## config.mk

```make
export PLATFORM = sky130hd
export DESIGN_NAME = control_unit
export DESIGN_NICKNAME = d
export VERILOG_FILES = /design/src/rtl/control_unit.sv
export SDC_FILE = /design/constraint.sdc
export NUM_CORES = 1
export LEC_CHECK = 0
export ABC_CLOCK_PERIOD_IN_PS = 5000
export BUFFER_PORTS_ARGS = -buffer_cell sky130_fd_sc_hd__buf_2
export CORE_UTILIZATION = 50
export CTS_CLUSTER_DIAMETER = 40
export DETAILED_ROUTE_END_ITERATION = 10
export PLACE_DENSITY = 0.85
export SLEW_MARGIN = 10
export SYNTH_ARGS = -nofsm -noshare
export SYNTH_HDL_FRONTEND = slang
export SYNTH_SLANG_ARGS = --single-unit
```

## constraint.sdc

```tcl
create_clock -name clk -period 5 [get_ports clk]
set_input_delay 0.5 -clock clk [delete_from_list [all_inputs] [get_ports clk]]
set_output_delay 0.5 -clock clk [all_outputs]
set_load 0.02 [all_outputs]
```

## src/rtl/control_unit.sv

```systemverilog
// Hardwired Moore control FSM for the single-bus datapath: fetch, decode and T0..T7 sequencing.
// Optional build macro CU_SINGLE_STEP_EN adds a 'step' input that gates each instruction start in T0.
module control_unit #(
    parameter int NREG = 16,
    parameter int OPW  = 5
) (
    input  logic            clk,
    input  logic            clr,
    input  logic [31:0]     ir,
    input  logic            mem_rdy,
`ifdef CU_SINGLE_STEP_EN
    input  logic            step,
`endif
    output logic            PCout,
    output logic            Zlowout,
    output logic            ZHighout,
    output logic            MDRout,
    output logic            Cout,
    output logic            MARin,
    output logic            PCin,
    output logic            MDRin,
    output logic            IRin,
    output logic            Yin,
    output logic            IncPC,
    output logic            HIin,
    output logic            LOin,
    output logic            ZHIin,
    output logic            ZLOin,
    output logic            Read,
    output logic            Write,
    output logic [OPW-1:0]  operation,
    output logic [NREG-1:0] enableReg,
    output logic [NREG-1:0] Rout,
    output logic            run,
    output logic            illegal
);

    localparam logic [3:0] S_RST  = 4'd0;
    localparam logic [3:0] S_T0   = 4'd1;
    localparam logic [3:0] S_T1   = 4'd2;
    localparam logic [3:0] S_T2   = 4'd3;
    localparam logic [3:0] S_T3   = 4'd4;
    localparam logic [3:0] S_T4   = 4'd5;
    localparam logic [3:0] S_T5   = 4'd6;
    localparam logic [3:0] S_T6   = 4'd7;
    localparam logic [3:0] S_T7   = 4'd8;
    localparam logic [3:0] S_HALT = 4'd9;

    localparam logic [4:0] OP_LD   = 5'b00000;
    localparam logic [4:0] OP_ST   = 5'b00010;
    localparam logic [4:0] OP_ADD  = 5'b00011;
    localparam logic [4:0] OP_SUB  = 5'b00100;
    localparam logic [4:0] OP_AND  = 5'b00101;
    localparam logic [4:0] OP_OR   = 5'b00110;
    localparam logic [4:0] OP_SHR  = 5'b00111;
    localparam logic [4:0] OP_SHL  = 5'b01000;
    localparam logic [4:0] OP_MUL  = 5'b01111;
    localparam logic [4:0] OP_DIV  = 5'b10000;
    localparam logic [4:0] OP_NOP  = 5'b11010;
    localparam logic [4:0] OP_HALT = 5'b11011;

    logic [3:0] state;
    logic [3:0] next_state;

    logic [4:0] opcode;
    logic [3:0] ra_field;
    logic [3:0] rb_field;
    logic [3:0] rc_field;

    logic is_alu;
    logic is_muldiv;
    logic is_ld;
    logic is_st;
    logic is_nop;
    logic is_halt;
    logic is_illegal;
    logic t0_go;

    logic [NREG-1:0] sel_ra;
    logic [NREG-1:0] sel_rb;
    logic [NREG-1:0] sel_rc;

    logic unused_ir_low;

    assign opcode        = ir[31:27];
    assign ra_field      = ir[26:23];
    assign rb_field      = ir[22:19];
    assign rc_field      = ir[18:15];
    assign unused_ir_low = ^ir[14:0];

    assign is_alu     = opcode inside {OP_ADD, OP_SUB, OP_AND, OP_OR, OP_SHR, OP_SHL};
    assign is_muldiv  = opcode inside {OP_MUL, OP_DIV};
    assign is_ld      = (opcode == OP_LD);
    assign is_st      = (opcode == OP_ST);
    assign is_nop     = (opcode == OP_NOP);
    assign is_halt    = (opcode == OP_HALT);
    assign is_illegal = !(is_alu || is_muldiv || is_ld || is_st || is_nop || is_halt);

`ifdef CU_SINGLE_STEP_EN
    assign t0_go = step;
`else
    assign t0_go = 1'b1;
`endif

    // Field values that do not name an existing register select nothing.
    function automatic logic [NREG-1:0] reg_sel(input logic [3:0] field);
        logic [NREG-1:0] sel;
        sel = '0;
        for (int i = 0; i < NREG; i++) begin
            sel[i] = ({28'd0, field} == i[31:0]);
        end
        return sel;
    endfunction

    assign sel_ra = reg_sel(ra_field);
    assign sel_rb = reg_sel(rb_field);
    assign sel_rc = reg_sel(rc_field);

    always_ff @(posedge clk) begin
        if (clr) begin
            state <= S_RST;
        end else begin
            state <= next_state;
        end
    end

    always_comb begin
        next_state = S_RST;
        case (state)
            S_RST:  next_state = S_T0;
            S_T0:   next_state = t0_go ? S_T1 : S_T0;
            S_T1:   next_state = mem_rdy ? S_T2 : S_T1;
            S_T2:   next_state = S_T3;
            S_T3: begin
                if (is_halt) begin
                    next_state = S_HALT;
                end else if (is_alu || is_muldiv || is_ld || is_st) begin
                    next_state = S_T4;
                end else begin
                    next_state = S_T0;
                end
            end
            S_T4:   next_state = S_T5;
            S_T5:   next_state = is_alu ? S_T0 : S_T6;
            S_T6: begin
                if (is_ld) begin
                    next_state = mem_rdy ? S_T7 : S_T6;
                end else if (is_st) begin
                    next_state = S_T7;
                end else begin
                    next_state = S_T0;
                end
            end
            S_T7: begin
                if (is_st) begin
                    next_state = mem_rdy ? S_T0 : S_T7;
                end else begin
                    next_state = S_T0;
                end
            end
            S_HALT: next_state = S_HALT;
            default: next_state = S_RST;
        endcase
    end

    // Moore outputs; only the step gate in T0 looks past state and ir.
    always_comb begin
        PCout     = 1'b0;
        Zlowout   = 1'b0;
        ZHighout  = 1'b0;
        MDRout    = 1'b0;
        Cout      = 1'b0;
        MARin     = 1'b0;
        PCin      = 1'b0;
        MDRin     = 1'b0;
        IRin      = 1'b0;
        Yin       = 1'b0;
        IncPC     = 1'b0;
        HIin      = 1'b0;
        LOin      = 1'b0;
        ZHIin     = 1'b0;
        ZLOin     = 1'b0;
        Read      = 1'b0;
        Write     = 1'b0;
        operation = '0;
        enableReg = '0;
        Rout      = '0;
        illegal   = 1'b0;
        run       = (state != S_HALT);

        case (state)
            S_T0: begin
                if (t0_go) begin
                    PCout = 1'b1;
                    MARin = 1'b1;
                    IncPC = 1'b1;
                    ZLOin = 1'b1;
                end
            end
            S_T1: begin
                Zlowout = 1'b1;
                PCin    = 1'b1;
                Read    = 1'b1;
                MDRin   = 1'b1;
            end
            S_T2: begin
                MDRout = 1'b1;
                IRin   = 1'b1;
            end
            S_T3: begin
                if (is_alu || is_ld || is_st) begin
                    Rout = sel_rb;
                    Yin  = 1'b1;
                end else if (is_muldiv) begin
                    Rout = sel_ra;
                    Yin  = 1'b1;
                end else if (is_illegal) begin
                    illegal = 1'b1;
                end
            end
            S_T4: begin
                if (is_alu) begin
                    Rout      = sel_rc;
                    ZLOin     = 1'b1;
                    operation = OPW'(opcode);
                end else if (is_muldiv) begin
                    Rout      = sel_rb;
                    ZLOin     = 1'b1;
                    ZHIin     = 1'b1;
                    operation = OPW'(opcode);
                end else if (is_ld || is_st) begin
                    // Effective address C + Rb is formed with the ALU add.
                    Cout      = 1'b1;
                    ZLOin     = 1'b1;
                    operation = OPW'(OP_ADD);
                end
            end
            S_T5: begin
                if (is_alu) begin
                    Zlowout   = 1'b1;
                    enableReg = sel_ra;
                end else if (is_muldiv) begin
                    Zlowout = 1'b1;
                    LOin    = 1'b1;
                end else if (is_ld || is_st) begin
                    Zlowout = 1'b1;
                    MARin   = 1'b1;
                end
            end
            S_T6: begin
                if (is_muldiv) begin
                    ZHighout = 1'b1;
                    HIin     = 1'b1;
                end else if (is_ld) begin
                    Read  = 1'b1;
                    MDRin = 1'b1;
                end else if (is_st) begin
                    Rout  = sel_ra;
                    MDRin = 1'b1;
                end
            end
            S_T7: begin
                if (is_ld) begin
                    MDRout    = 1'b1;
                    enableReg = sel_ra;
                end else if (is_st) begin
                    Write = 1'b1;
                end
            end
            default: begin
            end
        endcase
    end

endmodule

```

==> flow_summary.ini <==
[pwr]
pwr-share-seq_pct = 23.4
p_switching_mw = 0.107
clockPowerShare_pct = 18.2
irDropWorstVdd_mv = 0.125
p_sw_share_pct = 50.3
leakagePower_nw = 0.947
power.density_mw_per_mm2 = 102
combPwrFrac_pct = 58.3
p_int_mw = 0.106

[timing]
rsz0062_at_grt = false
period_needed_ns = 3.25
slew_headroom_pct = 33.4
finalWorstSetupSlack_ns = 1.75
finalSetupViolations = 0
tns_ns = 0
fmax_mhz = 308
hold_viol_final = 0
skew_ns = 0.00116
drv_slew = 0
period_share_pct = 65.0
worst_slew_pin_slew_ns = 0.997
holdWs_ns = 0.526

[die]
coreArea_sq_mm = 0.00336
die_area_sq_mm = 0.00377
die_h_um = 61.4
io_pins = 91
die_w_um = 61.4
initial_core_util_pct = 52.5
core.rowCount = 21

[clock_tree]
cts_setup_buffers = 0
clk_path_buf_depth = 2
numCtsBuffers = 3
cts_tree = built
htreeDepth = 1
cts_hold_buf = 0
cts-resized-gates = 0
root_buffer = clkbuf_4
clk_latency_ns = 0.23
cts.sinks = 4
path_clk_slew_ns = 0.03

[logic_synthesis]
synth_edf_count = 0
ys_types = 65
synth_nets = 310
synthTopCellsByArea = nand2_1, mux2i_1, nor3_1
synthCells = 275
synth_flop_cell = dfxtp_1
synth_top_area_cell = nand2_1
yosys_warnings = 0
yosysTopAreaCellShare_pct = 7.65
syn_area_sq_mm = 0.00177
seq_area_frac_synth_pct = 4.54
avgSynthCellArea_sq_um = 6.42
async_reset_ff_share_pct = 0
ys_ff_latch = 4

[global_route]
antenna_found_initial = 0
grt_pass1_wl_um = 8290
grt_overflow = 0
grt_max_degree = 30
grt_pass1_vias = 1845
track_usage_pct = 29.0

[final_layout]
largest_reg_flops = 4
multiInputGateArea_sq_mm = 0.00152
regMostFlops = state
syn2layout_area_growth_pct = 18.7
final_core_utilization_pct = 62.3
largestRegisters = state: 4 flops
fill_cells = 353
layout-drive-gt1-share_pct = 29.2
diodes = 0
nNetsFinal = 369
seq_area_sq_um = 80.1

[setup_path]
cp-start-kind = flop
endpoint_kind = primary output
crit_arrival_ns = 2.75
crit_type = flop to primary output
cp.required_ns = 4.50
path_max_fanout = 29
cp_slowest_stage_delay_ns = 0.97
crit_chain = nand4bb_2 -> or2_2 -> nor4b_2 -> a222oi_1 -> o21ai_1 -> buf_2
crit_path_top_delay_cell = dfxtp_1

[job]
drv_cap = 0

[placed_design]
dp_hpwl_um = 4070
gp_congestion = 0.926
dp_slack_ns = 2.07
port_buffers = 75

[drt]
vias = 2327
finalWirelength_um = 5400
drt_first_pass_iters = 5
wl_per_cell_um = 14.3
drtIter0Drc = 209
drc = 0
viasPerCell = 6.16
ant_nets = 0

[run_status]
outcome = completed

[worst_hold_path]
hold_class = input pin to flop
## worst paths after layout
kind | end | slack [ns] | cells after the start | startpoint
max reg2reg | state[2] | 2.95 | 5 | state[0]
max | Rout[7] | 1.75 | 6 | state[0]
min | state[1] | 0.53 | 3 | clr
min reg2reg | state[1] | 0.72 | 2 | state[3]
## power groups by stage
stage / combinational [mW] / sequential, mW / clock, mW
2_1_floorplan: 0.103 / 0.0374 / 0
3_3_place_gp: 0.120 / 0.0494 / 0
3_5_place_dp: 0.122 / 0.0497 / 0
4_1_cts: 0.122 / 0.0492 / 0.0408
5_1_grt: 0.136 / 0.0512 / 0.0445
6_report: 0.124 / 0.0500 / 0.0388
## Yosys cell counts (all sizes together), types with 2 or more instances
| cell | number |
|---|---|
| nand3 | 15 |
| nor2b | 12 |
| a22oi | 2 |
| mux2i | 12 |
| o22ai | 5 |
| a222oi | 4 |
| o31a | 3 |
| o22a | 5 |
| a32oi | 2 |
| a211oi | 3 |
| nor2 | 28 |
| inv | 11 |
| and2 | 6 |
| mux2 | 2 |
| nor3 | 21 |
| buf | 12 |
| dfxtp | 4 |
| and3 | 4 |
| nor4 | 7 |
| o21ai | 12 |
| nand2b | 9 |
| a221o | 4 |
| nor4b | 3 |
| a21oi | 10 |
| or2 | 3 |
| a221oi | 2 |
| clkbuf | 9 |
| or3 | 4 |
| nand2 | 36 |
| a21o | 2 |
| nor3b | 6 |
## final cells by class
type	instances	area share [%]
inverter	11	1.97
sequential	4	3.82
clock buffer	3	1.07
multi-input combinational	239	72.5
tap	46	2.75
timing repair buffer	75	17.9
## cell usage in the layout (no fill, tap or decap), types with 5 or more instances in the layout
cell type,count
o21ai_1,5
nand3_1,14
o22a_1,5
mux2i_1,11
nor3_1,21
nor4_1,5
and2_1,6
buf_2,75
nand2b_1,9
nor3b_1,6
o21ai_0,7
nor2_1,27
nand2_1,36
inv_1,10
a21oi_1,8
nor2b_1,12
## worst max-delay path: cells and delay by family (launching register included)
kind | cells | cell delay (ns)
AND/OR/NAND/NOR | 3 | 1.08
AO/OA/AOI/OAI | 2 | 0.28
flip-flops | 1 | 0.97
buffers and inverters | 1 | 0.18
## per-layer routing
metal	track usage, %	wire [um]	vias to the layer above
met5	0	0	-
met4	11.4	78	0
met3	1.89	420	10
met2	42.7	2490	124
met1	43.6	2410	1049
li1	-	-	1144
## metrics by stage
step	total power, mW	cell area (sq um)	cells
finish	0.213	2100	378
global route	0.231	2100	378
CTS	0.212	2100	378
detailed placement	0.172	2070	375
global placement	0.170	2070	375
floorplan	0.141	1770	275
## kinds of logic (layout without fill, tap and decap cells)
group / Yosys count / count (layout) / synth area share [%]
compound gates: 65 / 65 / 28.6
buf+inv: 32 / 89 / 9.43
flops: 4 / 4 / 4.54
mux: 14 / 14 / 8.29
simple gates: 160 / 160 / 49.2
Power figures use the tool's default switching activity.
